## src/rtl/reg_map_arbiter.sv

```systemverilog
// Two-port arbiter in front of the register_map access port: serialises port A
// (SPI slave) and port B (on-chip requester) through an IDLE/ACCESS/RESP FSM.
module reg_map_arbiter #(
  parameter int ADDR_WIDTH = 7,
  parameter int DATA_WIDTH = 8,
  parameter int MAX_STREAK = 4
) (
  input  logic                  clk_i,
  input  logic                  rstn_n,
  input  logic                  a_req_i,
  input  logic                  a_we_i,
  input  logic [ADDR_WIDTH-1:0] a_addr_i,
  input  logic [DATA_WIDTH-1:0] a_wdata_i,
  output logic                  a_ack_o,
  output logic [DATA_WIDTH-1:0] a_rdata_o,
  input  logic                  b_req_i,
  input  logic                  b_we_i,
  input  logic [ADDR_WIDTH-1:0] b_addr_i,
  input  logic [DATA_WIDTH-1:0] b_wdata_i,
  output logic                  b_ack_o,
  output logic [DATA_WIDTH-1:0] b_rdata_o,
  output logic [ADDR_WIDTH-1:0] addr_o,
  output logic [DATA_WIDTH-1:0] write_data_o,
  output logic                  write_en_o,
  output logic                  read_en_o,
  input  logic [DATA_WIDTH-1:0] read_data_i,
  output logic                  busy_o
);

  typedef enum logic [1:0] {
    ST_IDLE   = 2'd0,
    ST_ACCESS = 2'd1,
    ST_RESP   = 2'd2
  } state_t;

  localparam logic [3:0] STREAK_MAX_C = 4'(MAX_STREAK);

  state_t                  state_r,       state_nxt_s;
  logic [3:0]              streak_r,      streak_nxt_s;
  logic                    we_r,          we_nxt_s;
  logic                    id_r,          id_nxt_s;
  logic [ADDR_WIDTH-1:0]   addr_r,        addr_nxt_s;
  logic [DATA_WIDTH-1:0]   wdata_r,       wdata_nxt_s;
  logic                    write_en_r,    write_en_nxt_s;
  logic                    read_en_r,     read_en_nxt_s;
  logic                    a_ack_r,       a_ack_nxt_s;
  logic                    b_ack_r,       b_ack_nxt_s;
  logic [DATA_WIDTH-1:0]   a_rdata_r,     a_rdata_nxt_s;
  logic [DATA_WIDTH-1:0]   b_rdata_r,     b_rdata_nxt_s;
  logic                    busy_r,        busy_nxt_s;

  logic                    grant_b_s;
  logic                    sel_we_s;
  logic [ADDR_WIDTH-1:0]   sel_addr_s;
  logic [DATA_WIDTH-1:0]   sel_wdata_s;
  logic [3:0]              streak_inc_s;

  // B wins when alone, or when A has used up its streak allowance while B waits
  assign grant_b_s    = b_req_i & (~a_req_i | (streak_r == STREAK_MAX_C));
  assign sel_we_s     = grant_b_s ? b_we_i    : a_we_i;
  assign sel_addr_s   = grant_b_s ? b_addr_i  : a_addr_i;
  assign sel_wdata_s  = grant_b_s ? b_wdata_i : a_wdata_i;
  assign streak_inc_s = (streak_r == 4'hF) ? streak_r : (streak_r + 4'd1);

  // Next-state and next-output computation; every output is registered below
  always_comb begin
    state_nxt_s    = state_r;
    streak_nxt_s   = streak_r;
    we_nxt_s       = we_r;
    id_nxt_s       = id_r;
    addr_nxt_s     = addr_r;
    wdata_nxt_s    = wdata_r;
    write_en_nxt_s = 1'b0;
    read_en_nxt_s  = 1'b0;
    a_ack_nxt_s    = 1'b0;
    b_ack_nxt_s    = 1'b0;
    a_rdata_nxt_s  = a_rdata_r;
    b_rdata_nxt_s  = b_rdata_r;

    case (state_r)
      ST_IDLE: begin
        if (a_req_i | b_req_i) begin
          state_nxt_s    = ST_ACCESS;
          id_nxt_s       = grant_b_s;
          we_nxt_s       = sel_we_s;
          addr_nxt_s     = sel_addr_s;
          wdata_nxt_s    = sel_we_s ? sel_wdata_s : wdata_r;
          write_en_nxt_s = sel_we_s;
          read_en_nxt_s  = ~sel_we_s;
          // Only A grants taken against a waiting B build up the streak
          if (grant_b_s) begin
            streak_nxt_s = 4'd0;
          end else if (b_req_i) begin
            streak_nxt_s = streak_inc_s;
          end else begin
            streak_nxt_s = 4'd0;
          end
        end else begin
          state_nxt_s = ST_IDLE;
        end
      end
      ST_ACCESS: begin
        state_nxt_s   = ST_RESP;
        a_ack_nxt_s   = ~id_r;
        b_ack_nxt_s   = id_r;
        a_rdata_nxt_s = (~we_r & ~id_r) ? read_data_i : a_rdata_r;
        b_rdata_nxt_s = (~we_r &  id_r) ? read_data_i : b_rdata_r;
      end
      ST_RESP: begin
        state_nxt_s = ST_IDLE;
      end
      default: begin
        state_nxt_s = ST_IDLE;
      end
    endcase

    busy_nxt_s = (state_nxt_s != ST_IDLE);
  end

  // State and output registers; reset aborts any access and clears all outputs
  always_ff @(posedge clk_i or negedge rstn_n) begin
    if (!rstn_n) begin
      state_r    <= ST_IDLE;
      streak_r   <= 4'd0;
      we_r       <= 1'b0;
      id_r       <= 1'b0;
      addr_r     <= '0;
      wdata_r    <= '0;
      write_en_r <= 1'b0;
      read_en_r  <= 1'b0;
      a_ack_r    <= 1'b0;
      b_ack_r    <= 1'b0;
      a_rdata_r  <= '0;
      b_rdata_r  <= '0;
      busy_r     <= 1'b0;
    end else begin
      state_r    <= state_nxt_s;
      streak_r   <= streak_nxt_s;
      we_r       <= we_nxt_s;
      id_r       <= id_nxt_s;
      addr_r     <= addr_nxt_s;
      wdata_r    <= wdata_nxt_s;
      write_en_r <= write_en_nxt_s;
      read_en_r  <= read_en_nxt_s;
      a_ack_r    <= a_ack_nxt_s;
      b_ack_r    <= b_ack_nxt_s;
      a_rdata_r  <= a_rdata_nxt_s;
      b_rdata_r  <= b_rdata_nxt_s;
      busy_r     <= busy_nxt_s;
    end
  end

  assign addr_o       = addr_r;
  assign write_data_o = wdata_r;
  assign write_en_o   = write_en_r;
  assign read_en_o    = read_en_r;
  assign a_ack_o      = a_ack_r;
  assign b_ack_o      = b_ack_r;
  assign a_rdata_o    = a_rdata_r;
  assign b_rdata_o    = b_rdata_r;
  assign busy_o       = busy_r;

endmodule

```

## config.mk

```make
export PLATFORM = sky130hd
export DESIGN_NAME = reg_map_arbiter
export DESIGN_NICKNAME = d
export VERILOG_FILES = /design/src/rtl/reg_map_arbiter.sv
export SDC_FILE = /design/constraint.sdc
export NUM_CORES = 1
export LEC_CHECK = 0
export BUFFER_PORTS_ARGS = -buffer_cell sky130_fd_sc_hd__buf_2
export CAP_MARGIN = 15
export CELL_PAD_IN_SITES_DETAIL_PLACEMENT = 0
export CELL_PAD_IN_SITES_GLOBAL_PLACEMENT = 1
export CORE_MARGIN = 5
export CORE_UTILIZATION = 32
export DETAILED_ROUTE_END_ITERATION = 8
export PLACE_DENSITY = 0.71
export SLEW_MARGIN = 20
export SYNTH_ARGS = -nofsm -noshare
export SYNTH_HDL_FRONTEND = slang
export SYNTH_SLANG_ARGS = --single-unit
```

## constraint.sdc

```tcl
create_clock -name clk_i -period 1.55 [get_ports clk_i]
set_clock_uncertainty 0.15 [all_clocks]
set_input_delay 0.2325 -clock clk_i [delete_from_list [all_inputs] [get_ports clk_i]]
set_output_delay 0.2325 -clock clk_i [all_outputs]
set_load 0.03 [all_outputs]
```

---- Word level (Yosys, flattened, before mapping) ----
Cells that the tools add are included.
word-level totals
  bits in registers ....................... 44
  bits of input ports ..................... 44
  output and inout port bits .............. 36
cells by class
  add/subtract/negate cells ............... 1
  equality and inequality tests ........... 4
  multiplexer cells ....................... 14
  bitwise operators ....................... 9
  reductions and logical operators ........ 7
operators with widths
  cell                 count
  $mux 4               3
  $mux 1               8
  $mux 8               1
  $mux 7               1
  $reduce_and 2->1     3
  $reduce_and 3->1     2
  $add 4x1->4 const B  1
  $eq 4x3->1 const B   1
  $eq 4x4->1 const B   1
  $not 1->1            4
  $pmux 2 s2           1
  $and 1x1->1          3
  $ne 3x3->1 const B   1
  $eq 2x1->1 const B   1
  $logic_not 2->1      1
  $or 1x1->1           2
  $reduce_bool 2->1    1

---- Longest topological paths before layout ----
  depth after elaboration ................. 7
  depth in mapped cells ................... 7
  mapped depth without buffers ............ 6

---- Worst setup path after synthesis ----
Ideal clock, no wire load.
  path type ............................... reg2reg
  from .................................... reg streak_r[0]
  to ...................................... reg wdata_r[0], in the netlist write_data_o[0]
  data arrival time ....................... 1.464 ns
  data required time ...................... 1.277 ns
  path slack .............................. -0.187 ns
  cell stages (with the launch flop) ...... 8
  clock period less this slack ............ 1.737 ns
  cells stage by stage .................... dfrtp_1 -> inv_1 -> ha_1 -> and3b_2 -> o2111ai_4 -> and2_1 -> buf_6 -> a21oi_1
between the ends
  longest elaborated chain between the ends .. 5
  elaborated cells between the ends (all ways) .. 6
RTL lines
  element                     RTL line  text
  from (decl)                 39        logic [3:0] streak_r, streak_nxt_s;
  from (signal assigned)      138       streak_r <= streak_nxt_s;
  $eq 4x3->1 (*)              59        assign grant_b_s = b_req_i & (~a_req_i | (streak_r == STREAK_MAX_C));
  $or 1x1->1 (*)              59
  $and 1x1->1 (*)             59
  $mux 1                      60        assign sel_we_s = grant_b_s ? b_we_i : a_we_i;
  $reduce_and 3->1 (no line)  n/a
  to (signal assigned)        142       wdata_r <= wdata_nxt_s;
  to (decl)                   43        logic [DATA_WIDTH-1:0] wdata_r, wdata_nxt_s;
Every way passes the cells marked *; elsewhere a longest branch is shown, timed or not.
A chain may end at the register's enable or synchronous reset.

---- Worst setup path after layout ----
  from .................................... reg streak_r[1]
  to ...................................... reg wdata_r[3], in the netlist write_data_o[3]
The elaborated chain is that of the path after synthesis.

==> run_results.csv <==
group,metric,value,unit
outcome,outcome,"finished with violations",
outcome,violations,"setup timing",
place,port_buffers,79,
pwr,ir_worst_vdd,0.807,mV
die,core_area,5610,µm²
setup_path,r2r_slack,-0.09,ns
pwr,power.density,2060,nW/µm²
clocking,max-clock-path-buffers,2,
synthesis,yosysWarnings,0,
sta,period_share,1.06,
cells_and_area,fin_util,0.520,
clocking,cts_tree,"done",
setup_path,cp-end-kind,"register",
synthesis,ys_async_sr_fraction,1.00,
drt,drt_first_iter_violations,55,
die,initial_core_util,0.334,
pwr,leakagePower,1.47,nW
clocking,cts_max_level,2,
grt,grt_pass1_wl,7820,µm
die,ios,80,
sta,rsz0062_at_grt,"yes",
die,die_y,86.5,µm
pwr,finalPower,6.00,mW
sta,drv_slew,0,
setup_path,cpPeakStageDelay,0.35,ns
cells_and_area,nFillCells,551,
sta,fin_ws,-0.0892,ns
synthesis,synth_nets,208,
place,placed_area,2550,µm²
drt,routed_wl,4830,µm
setup_path,slowest_stage,"dfrtp_1",
synthesis,syn_inst,162,
sta,tightestPinTransition,0.256,ns
synthesis,synth.cell_area,1870,µm²
min_path,hp-class,"primary input to register",
pwr,switching_power,2.53,mW
grt,grt_use_total,0.132,
setup_path,start_kind,"register",
setup_path,crit_fanout,5,
pwr,p_clk_frac,0.149,
die,rows,27,
setup_path,cp_data_required_time,1.62,ns
synthesis,synth_edf_count,0,
sta,fin_setup_tns,-1.55,ns
sta,hold_viol_final,0,
grt,grt_max_degree,45,
sta,fmax,610,MHz
clocking,clk_latency,0.30,ns
grt,antenna_found_initial,0,
pwr,pwr-share-comb,0.523,
grt,grt_pass1_vias,1642,
synthesis,synth_seq_cells,44,
sta,slew_headroom,0.829,
clocking,root_buffer,"clkbuf_8",
die,fp.dieW,86.5,µm
drt,drc,0,
synthesis,synth_cell_types,33,
cells_and_area,fin_area,2910,µm²
place,finalWeightedCongestion,0.818,
pwr,power.internal,3.46,mW
pwr,seqPwrFrac,0.328,
setup_path,cp_data_arrival_time,1.71,ns
drt,ant_nets,0,
sta,min_period,1.64,ns
cells_and_area,layout.nets,323,
setup_path,path_cells,"inv_1, ha_2, and3b_2, o2111ai_4, buf_6, o22ai_1, a21oi_1",
grt,grt_overflow,0,
pwr,swShare,0.422,
clocking,cts.sinks,44,
drt,vias,1611,
flow_run,max_cap_viol_count,0,
cells_and_area,drive_gt1_frac,0.597,
drt,first_pass_iters,4,
clocking,path_clk_slew,0.10,ns
cells_and_area,syn_to_final_growth,55.5,%
place,hpwlAfterDp,3510,µm
synthesis,synth_ff_type,"dfrtp_1",
clocking,cts_buffers,5,
drt,wl_per_cell,13.8,µm
sta,setup_viol,27,
die,die-area,7490,µm²
synthesis,syn_avg_cell_area,11.6,µm²
setup_path,critical_path_class,"register to register",
drt,viasPerCell,4.60,
cells_and_area,antennaDiodeCount,0,
synthesis,yosysSeqAreaShare,0.587,
==> Yosys cell counts (2+ instances only) <==
cell       count  area (µm²)
nor2_1        10        37.5
and2_1         2        12.5
inv_1         14        52.6
o22ai_1        8        50.1
nand2_1       12        45.0
and3_1         2        12.5
mux2_2        17         191
o2111ai_4      2        52.6
ha_1           2        25.0
inv_2          2        7.51
a21oi_1       25         125
nand3_1        2        10.0
dfrtp_1       44        1100
==> flip-flops by register name, indices dropped and copies added, names as in the netlist <==
name,flops
a_ack_o,1
a_rdata_o,8
addr_o,7
b_ack_o,1
b_rdata_o,8
busy_o,1
id_r,1
read_en_o,1
state_r,2
streak_r,4
we_r,1
write_data_o,8
write_en_o,1
==> what timing repair did <==
action / CTS / global route
gates resized for setup: 37 / 8
cloned: 1 / 0
pin swaps: 12 / 6
setup endpoints to repair: 36 / 38
setup buffers: 3 / 2
hold buffers: 1 / 0
endpoints found under the hold margin: 44 / 0
==> routing by layer <==
metal / vias up / wire, µm / track usage / share of wire
met4: 0 / 68 / 0.0552 / 0.014
met1: 754 / 2160 / 0.172 / 0.45
met2: 58 / 2300 / 0.213 / 0.48
met3: 4 / 304 / 0.0285 / 0.063
li1: 795 / - / - / -
met5: - / 0 / 0 / 0
==> stage by stage <==
step                      worst slack (ns)  cells  hold WS, ns
after global routing                -0.203    350      0.00482
after global placement             -0.0835    335       0.0765
final                              -0.0892    350      0.00577
after floorplan                     -0.185    162       -0.213
after detailed placement            -0.139    335       0.0815
after CTS                           -0.119    348      0.00129
==> power groups by stage <==
stage | combinational, mW | sequential (mW) | clock (mW)
3_3_place_gp | 2.76 | 1.95 | 0
3_5_place_dp | 2.80 | 1.95 | 0
4_1_cts | 3.12 | 1.97 | 0.925
2_1_floorplan | 0.885 | 2.87 | 0
5_1_grt | 3.38 | 2.04 | 0.971
6_report | 3.14 | 1.97 | 0.894
==> worst max-delay path: cells and delay by family, from the launching register on <==
family	cells	cell delay, ns
fa+ha+maj	1	0.17
buf+inv	2	0.22
flops	1	0.35
compound gates	3	0.46
simple gates	1	0.22
==> path summary, 6_finish.rpt <==
path                       cells past startpoint                     endpoint                startpoint
setup / recovery                               7  write_data_o[3]$_DFFE_PN0P_   streak_r[1]$_DFFE_PN0P_
hold / removal                                 3        addr_o[5]$_DFFE_PN0P_               a_addr_i[5]
setup reg to reg                               7  write_data_o[3]$_DFFE_PN0P_   streak_r[1]$_DFFE_PN0P_
hold reg to reg                                1     a_rdata_o[4]$_DFFE_PN0P_  a_rdata_o[4]$_DFFE_PN0P_
max in group asynchronous                      3             id_r$_DFFE_PN0P_                    rstn_n
min in group asynchronous                      3        addr_o[5]$_DFFE_PN0P_                    rstn_n
==> logic make-up after synthesis <==
family	Yosys count	share of synthesized area
AOI/OAI and AO/OA	44	0.159
adders and majority gates	2	0.0133
buffers and inverters	20	0.0467
DFF	44	0.587
muxes	17	0.102
and+or+nand+nor	35	0.0915
==> cell type report <==
cell class	count	area [µm²]	share of cell area
Sequential cell	44	1100	0.378
Multi-Input combinational cell	99	871	0.299
Timing Repair Buffer	111	677	0.232
Tap cell	72	90.1	0.0309
Clock buffer	5	68.8	0.0236
Inverter	16	60.1	0.0206
Clock inverter	3	46.3	0.0159
==> cells in the final DEF, fill, tap and decap left out, types with 2 or more instances in the layout <==
cell type,n
o22ai_1,3
nor2_1,10
buf_6,5
buf_2,79
inv_2,3
and2_4,2
nand2_1,11
o21ai_2,2
o2111ai_4,2
inv_1,13
dfrtp_1,44
a21oi_2,3
clkbuf_8,5
a21oi_1,22
buf_4,24
o22ai_2,4
mux2_4,16
(Power assumes the default switching activity.)
